--- config.mk ---
export PLATFORM = sky130hd
export DESIGN_NAME = cpu_mem_ctrl
export DESIGN_NICKNAME = d
export VERILOG_FILES = /design/src/rtl/cpu_mem_ctrl.sv
export SDC_FILE = /design/constraint.sdc
export NUM_CORES = 1
export LEC_CHECK = 0
export CORE_MARGIN = 5
export CORE_UTILIZATION = 32
export DETAILED_ROUTE_END_ITERATION = 16
export PLACE_DENSITY = 0.6
export RECOVER_POWER = 50
export SYNTH_ARGS = -nofsm -noshare
export SYNTH_HDL_FRONTEND = slang
export SYNTH_SLANG_ARGS = --single-unit
--- constraint.sdc ---
create_clock -name i_clk -period 4.8 [get_ports i_clk]
set_clock_uncertainty 0.2 [all_clocks]
set_input_delay 0.96 -clock i_clk [delete_from_list [all_inputs] [get_ports i_clk]]
set_output_delay 0.96 -clock i_clk [all_outputs]
set_load 0.005 [all_outputs]
--- src/rtl/cpu_mem_ctrl.sv ---
// rtl/cpu_mem_ctrl.sv - CPU load/store port to 32-bit byte-enabled pipelined Wishbone adapter
module cpu_mem_ctrl (
    input  logic        i_clk,
    input  logic        i_reset,
    input  logic        i_wb_stb,
    input  logic        i_wb_we,
    input  logic [31:0] i_wb_addr,
    input  logic [31:0] i_wb_data,
    input  logic [2:0]  i_sel,
    output logic [31:0] o_wb_data,
    output logic        o_wb_ack,
    output logic        o_wb_stall,
    output logic        o_wb_stb,
    output logic        o_wb_we,
    output logic [31:0] o_wb_addr,
    output logic [3:0]  o_wb_sel,
    output logic [31:0] o_mem_wb_data,
    input  logic [31:0] i_mem_wb_data,
    input  logic        i_wb_ack,
    input  logic        i_wb_stall
);
    typedef enum logic [2:0] {IDLE, REQ1, WAIT1, REQ2, WAIT2} state_t;

    state_t      r_state;
    logic [1:0]  r_offset;
    logic [2:0]  r_size;
    logic        r_split;
    logic [29:0] r_word_hi;
    logic [3:0]  r_sel_hi;
    logic [31:0] r_data_hi;
    logic [31:0] r_rd_lo;

    logic [3:0]  w_base;
    logic [31:0] w_store;
    logic [7:0]  w_mask;
    logic [63:0] w_lanes;
    logic [63:0] w_raw;
    logic [31:0] w_shifted;
    logic [31:0] w_result;

    // Request viewed as an 8-lane window across two words; upper half is the spill access.
    always_comb begin
        case (i_sel[1:0])
            2'b00: begin
                w_base  = 4'b0001;
                w_store = {24'h0, i_wb_data[7:0]};
            end
            2'b01: begin
                w_base  = 4'b0011;
                w_store = {16'h0, i_wb_data[15:0]};
            end
            default: begin
                w_base  = 4'b1111;
                w_store = i_wb_data;
            end
        endcase
    end

    assign w_mask  = {4'b0000, w_base} << i_wb_addr[1:0];
    assign w_lanes = i_wb_we ? ({32'h0, w_store} << {i_wb_addr[1:0], 3'b000}) : 64'h0;

    assign w_raw     = (r_state == WAIT2) ? {i_mem_wb_data, r_rd_lo} : {32'h0, i_mem_wb_data};
    assign w_shifted = w_raw[{r_offset, 3'b000} +: 32];

    always_comb begin
        case (r_size[1:0])
            2'b00:   w_result = {{24{~r_size[2] & w_shifted[7]}}, w_shifted[7:0]};
            2'b01:   w_result = {{16{~r_size[2] & w_shifted[15]}}, w_shifted[15:0]};
            default: w_result = w_shifted;
        endcase
    end

    assign o_wb_stall = (r_state != IDLE);

    always_ff @(posedge i_clk or negedge i_reset) begin
        if (!i_reset) begin
            r_state       <= IDLE;
            r_offset      <= '0;
            r_size        <= '0;
            r_split       <= 1'b0;
            r_word_hi     <= '0;
            r_sel_hi      <= '0;
            r_data_hi     <= '0;
            r_rd_lo       <= '0;
            o_wb_data     <= '0;
            o_wb_ack      <= 1'b0;
            o_wb_stb      <= 1'b0;
            o_wb_we       <= 1'b0;
            o_wb_addr     <= '0;
            o_wb_sel      <= '0;
            o_mem_wb_data <= '0;
        end else begin
            o_wb_ack <= 1'b0;
            case (r_state)
                IDLE: begin
                    if (i_wb_stb) begin
                        r_state       <= REQ1;
                        r_offset      <= i_wb_addr[1:0];
                        r_size        <= i_sel;
                        r_split       <= |w_mask[7:4];
                        r_word_hi     <= i_wb_addr[31:2] + 30'd1;
                        r_sel_hi      <= w_mask[7:4];
                        r_data_hi     <= w_lanes[63:32];
                        o_wb_stb      <= 1'b1;
                        o_wb_we       <= i_wb_we;
                        o_wb_addr     <= {i_wb_addr[31:2], 2'b00};
                        o_wb_sel      <= w_mask[3:0];
                        o_mem_wb_data <= w_lanes[31:0];
                    end
                end
                REQ1: begin
                    if (!i_wb_stall) begin
                        o_wb_stb <= 1'b0;
                        r_state  <= WAIT1;
                    end
                end
                WAIT1: begin
                    if (i_wb_ack) begin
                        r_rd_lo <= i_mem_wb_data;
                        if (r_split) begin
                            r_state       <= REQ2;
                            o_wb_stb      <= 1'b1;
                            o_wb_addr     <= {r_word_hi, 2'b00};
                            o_wb_sel      <= r_sel_hi;
                            o_mem_wb_data <= r_data_hi;
                        end else begin
                            r_state   <= IDLE;
                            o_wb_ack  <= 1'b1;
                            o_wb_data <= o_wb_we ? 32'h0 : w_result;
                        end
                    end
                end
                REQ2: begin
                    if (!i_wb_stall) begin
                        o_wb_stb <= 1'b0;
                        r_state  <= WAIT2;
                    end
                end
                WAIT2: begin
                    if (i_wb_ack) begin
                        r_state   <= IDLE;
                        o_wb_ack  <= 1'b1;
                        o_wb_data <= o_wb_we ? 32'h0 : w_result;
                    end
                end
                default: r_state <= IDLE;
            endcase
        end
    end
endmodule

==> results.md <==
* Outcome: finished with violations
* Failing checks: capacitance limit, slew limit
* Worst path max stage delay at between 0.6 and 0.7 ns
* Post-DP HPWL at ~23000 µm
* Crit. End Element: register
* Worst path cell trace: dlygate4sd3_1 -> nor4b_1 -> clkbuf_1 -> nand2_1 -> nor2_2 -> and2_1 -> a22o_1
* Final setup violating endpoints at 0
* Synth top area share at 0.473
* # DRC at 0
* Relative slew slack at -0.438
* Overall routing resource usage at 0.176
* Clk buf depth at 2
* Synth async-reset ratio at 1.00
* Depth of the worst hold-timing path at 1
* Drt wl/cell at roughly 19 µm
* Flop-to-flop setup slack at 1.72 ns
* Distinct cells, synth at 57
* Layout cell share with drive strength beyond 1 at 0.0915
* DIE WIDTH at 191 µm
* Drt pass-1 iters at 5
* Avg Synthesized Cell Area at 9.58 µm²
* Vias in the first global route at ~9000
* PD cells at 578 nW/µm²
* Vias per cell at approximately 5.3
* Crit path depth at 7
* Post-synth EDFFs at 0
* Count of pins over their slew limit at approximately 120
* Fin nets at roughly 1400
* CP Max Fanout at 18
* Register area share after synthesis at 0.473
* Post_cts resized at 0
* Buf/Inv on CP at 2
* Worst Hold Launch: o_wb_data[7]
* Final wirelength at 32500 µm
* # port buffers at 206
* # fillers at between 3000 and 4000
* Arr. time, crit path at ~3.7 ns
* Largest net degree at the start of global routing at approximately 130
* Top Ports at around 210
* Setup crit start kind: input port
* Slowest-stage cell, CP: clkbuf_1
* Max-cap violations at 2
* Leakage at between 0.005 and 0.006 µW
* Drt initial violations at approximately 730
* Clk sink count at slightly below 200
* Peak supply drop at between 0.2 and 0.3 mV
* CTS clk-pin slew, worst paths at about 0.080 ns
* Hold Worst Slack at 0.275 ns
* Yosys reg bits at between 150 and 200
* TritonCTS clock tree: done
* Reg-to-reg startpoint: r_state[0]
* CTS root buf: clkbuf_16
* RePlAce Congestion at a little under 0.9
* CTS hold repair buffers at 0
* First-pass GRT wire length at roughly 52000 µm
* Total gr overflow at 0
* CP delay by family, top: simple AND/OR/NAND/NOR gates
* Post-synthesis cell area at 10500 µm²
* Leading area contributor after synthesis: dfrtp_1
* Sum Neg Setup Slack at 0 ns
* Post-synth top flop: dfrtp_1
* CP Data Required Time at about 5 ns
* Num CTS Buffers at 17
* Area delta synth->final at 29.0%
* Hold WC Path Type: register to register
* Core area at about 33000 µm²
* Insertion delay to the later sink of the worst-skew pair at between 0.4 and 0.5 ns
* Commonest non-fill, non-tap cell in the layout: dfrtp_1
* Most frequent cells in the layout: 197 x dfrtp_1, 178 x nand2_1, 167 x clkdlybuf4s50_1
* Tcrit/Tclk final at 0.738
* RSZ-0062 raised after global routing: false
* Die footprint at 36700 µm²
* Setup bufs post-CTS at 0
* Row Count at 66
* Antenna viol nets, final at 0
* Worst-case reg-to-reg path depth at 6
* RR Endpoint: r_data_hi[20]
* Least-Margin Pin Slew at about 2.2 ns
* Via Count at between 9000 and 10000
* Minimum clock period at roughly 3.5 ns
* Die Y at about 190 µm
* Area contributors post-synth: dfrtp_1 47%, nand2_1 6.4%, mux2i_1 6.1%
* Synth Warn # at 0
* Tot Pwr at just under 8000 µW
* Antenna violations before repair at 2
* WHS Endpoint: o_wb_data[7]
* Fin. Hold Viols at 0
* Initial Utilization at 0.324
* Setup CP Type: input port to register
* H-tree depth at 4
* Max Clk Rate at between 0.2 and 0.3 GHz
* Cells after synthesis at 1100
[synthesized netlist by cell type, drive strengths merged, types with 3 or more instances]
library cell / n
nor4: 3
or3: 3
a21oi: 55
nor2: 101
and4: 3
mux4: 10
o211ai: 5
o21a: 8
a32oi: 7
dfrtp: 199
a22o: 23
nand4: 11
nor3b: 4
nor2b: 5
a31oi: 31
and3: 6
o221ai: 15
xor2: 24
mux2i: 65
mux2: 44
a311o: 7
nand3: 36
and2: 12
nor3: 14
o21ai: 73
clkbuf: 55
nand2: 179
a21o: 4
buf: 35
a221oi: 8
a22oi: 18
inv: 6
xnor2: 6
a2bb2oi: 9
[worst max path at each step]
stage,start,endpoint,slack (ns)
floorplan,i_wb_addr[4],r_word_hi[26],2.16
global placement,i_wb_addr[2],r_word_hi[26],1.25
detailed placement,i_wb_addr[4],r_word_hi[29],1.16
CTS,i_wb_addr[4],r_word_hi[29],1.61
global route,i_reset,r_sel_hi[1],1.04
finish,i_wb_stb,r_data_hi[20],1.26
[routing by layer]
metal / part of all wire / vias to the layer above / wire (µm) / global-route usage
met5: 0.00040 / - / 13 / 0
met4: 0.024 / 2 / 795 / 0.0588
met3: 0.063 / 41 / 2030 / 0.0343
met2: 0.45 / 297 / 14700 / 0.264
met1: 0.46 / 4481 / 14900 / 0.256
li1: - / 4253 / - / -
[registers in the layout (all words and copies together) (netlist names), 3 cells and up]
name and cells:
o_wb_data 32, r_sel_hi 3, o_wb_sel 4, o_mem_wb_data 32, o_wb_addr 30, r_state 3, r_size 3, r_word_hi 30
r_rd_lo 32, r_data_hi 24
[through the flow]
step | utilization | cells | worst slack [ns] | cell area [µm²]
final | 0.418 | 1711 | 1.26 | 13600
after global routing | 0.418 | 1711 | 1.04 | 13600
after CTS | 0.419 | 1710 | 1.61 | 13600
after detailed placement | 0.398 | 1678 | 1.16 | 13000
after global placement | 0.398 | 1678 | 1.25 | 13000
after floorplan | - | 1101 | 2.16 | 10500
[power by group]
| part | internal [µW] | switching [µW] |
|---|---|---|
| Combinational | 1650 | 1560 |
| Clock | 902 | 731 |
| Sequential | 2430 | 591 |
| Total | 4980 | 2880 |
[cell type report]
| class | count | area, µm² | area share |
|---|---|---|---|
| timing repair buffer | 225 | 2220 | 0.164 |
| clock inverter | 15 | 238 | 0.0175 |
| multi-input combinational | 806 | 5140 | 0.378 |
| antenna | 1 | 2.50 | 0.000184 |
| tap | 442 | 553 | 0.0407 |
| clock buffer | 17 | 425 | 0.0313 |
| inverter | 6 | 22.5 | 0.00166 |
| sequential | 199 | 4980 | 0.367 |
[logic make-up after synthesis]
group,synth area share
and+or+nand+nor,0.161
other,0.000356
buffers and inverters,0.0408
AOI/OAI and AO/OA,0.168
xor gates and xnor gates,0.0249
muxes,0.131
DFF,0.473
adders and majority gates,0.00119
No activity file was read; power rests on OpenSTA's default activity.
==> edit (same flow settings) <==
Re-encode `state_t` (5 states) as Gray code, 3 bits wide.
--- a/src/rtl/cpu_mem_ctrl.sv
+++ b/src/rtl/cpu_mem_ctrl.sv
@@ -19,7 +19,7 @@
     input  logic        i_wb_ack,
     input  logic        i_wb_stall
 );
-    typedef enum logic [2:0] {IDLE, REQ1, WAIT1, REQ2, WAIT2} state_t;
+    typedef enum logic [2:0] {IDLE = 3'b000, REQ1 = 3'b001, WAIT1 = 3'b011, REQ2 = 3'b010, WAIT2 = 3'b110} state_t;
 
     state_t      r_state;
     logic [1:0]  r_offset;
Function: same outputs for any inputs over 4 cycles, from zero or initial values and one cycle with i_reset low; so few cycles prove little.
==> edit against the unedited design <==
Largest cell class unchanged; non-clock buffer count down 1; design area up 0.26%; die area up 0.90%; count of clock-buffer cells in the layout unchanged; critical endpoint is now r_offset[0]$_DFFE_PN0P_; combinational power up 5%; sequential cell count unchanged; power down 1.1%; critical path depth down 6; synthesized area up 0.95%; via count down 2.4%; wire length down 2.2%; sequential power down 5%; the run still ends with max-capacitance violations, max-slew violations left; worst setup slack better by 0.034 ns.
==> edit: results <==
export IMPL_leakage_uw=0.00568
export IMPL_tightest_slew_ns=2.89
export IMPL_status="finished with violations"
export IMPL_cp_max_fo=107
export IMPL_drt_iter0_markers=580
export IMPL_drt_wl_total_um=31800
export IMPL_drv_cap=3
export IMPL_maxSlewViolCount=234
export IMPL_groute_usage_overall=0.173
export IMPL_via_count=8860
export IMPL_grt_pass1_wl_um=50400
export IMPL_dp_slack_ns=1.24
export IMPL_place_inst=1665
export IMPL_die_w_um=192
export IMPL_nFillCells=3210
export IMPL_grt_max_degree=108
export IMPL_crit_family="buffers and inverters"
export IMPL_yosys_top_cells_count="dfrtp_1, nand2_1, o21ai_0"
export IMPL_nets=1348
export IMPL_comb_multi_input_count=788
export IMPL_nonClkBufAreaFrac=0.161
export IMPL_violations="max-capacitance violations, max-slew violations"
export IMPL_grt_pass1_vias=8828
export IMPL_multi_input_area_share=0.383
export IMPL_slowest_stage="clkbuf_2"
export IMPL_yosysSeqAreaShare=0.468
export IMPL_layout_cells_non_filler=1698
export IMPL_post_dp_hpwl_um=22300
export IMPL_ys_types=65
export IMPL_drive_gt1_frac=0.104
export IMPL_register_area_sq_um=4980
export IMPL_max_stage_delay_ns=1.94
export IMPL_syn_inst=1085
export IMPL_place_area_sq_um=13000
export IMPL_power_switching_uw=2940
export IMPL_worst_ep_arrival_time_ns=3.01
export IMPL_internal_power_uw=4830
export IMPL_antenna_found_initial=5
## edit: changes by cell type in the layout (fill, tap and decap cells not counted), moves of 11 or more
cell      change
a21oi_1      -17
a22o_1       -14
a31oi_1      -27
nand3_1      -11
nor2_1       -62
o21ai_0      +85
o221ai_1     -14
xnor2_1      +12
xor2_1       -13
## edit: cells by family after synthesis
| group | count (synthesis) | synth area share |
|---|---|---|
| xor+xnor | 29 | 0.0239 |
| simple gates | 331 | 0.146 |
| buf+inv | 99 | 0.0423 |
| mux | 129 | 0.148 |
| other cells | 1 | 0.000353 |
| flops | 199 | 0.468 |
| fa+ha+maj | 1 | 0.00118 |
| compound gates | 296 | 0.170 |
## edit: path summary, 6_finish.rpt
kind,startpoint,end,slack [ns],cells after the start
min in group asynchronous,i_reset,o_wb_ack$_DFF_PN0_,1.21,1
worst min register to register,o_wb_data[22]$_DFFE_PN0P_,o_wb_data[22]$_DFFE_PN0P_,0.28,2
worst max-delay path,i_reset,r_offset[0]$_DFFE_PN0P_,1.29,1
worst min-delay path,o_wb_data[22]$_DFFE_PN0P_,o_wb_data[22]$_DFFE_PN0P_,0.28,2
max in group i_clk,r_state[0]$_DFFE_PN0P_,o_mem_wb_data[25]$_DFFE_PN0P_,1.33,6
worst max register to register,r_state[0]$_DFFE_PN0P_,o_mem_wb_data[25]$_DFFE_PN0P_,1.33,6
## edit: worst reg2reg max path, cell delays in order (launching register included)
cell     delay [ns]
dfrtp_1        0.64
and3b_2        0.32
buf_4          0.71
a21oi_1        0.24
o21ai_4        0.45
buf_4          0.57
o21ai_0        0.20
## edit: layer usage
metal,global-route usage,vias to the layer above,wire (um)
met5,0,-,35
met4,0.0502,6,594
met3,0.0521,43,2560
met2,0.268,300,14500
met1,0.234,4295,14100
li1,-,4216,-
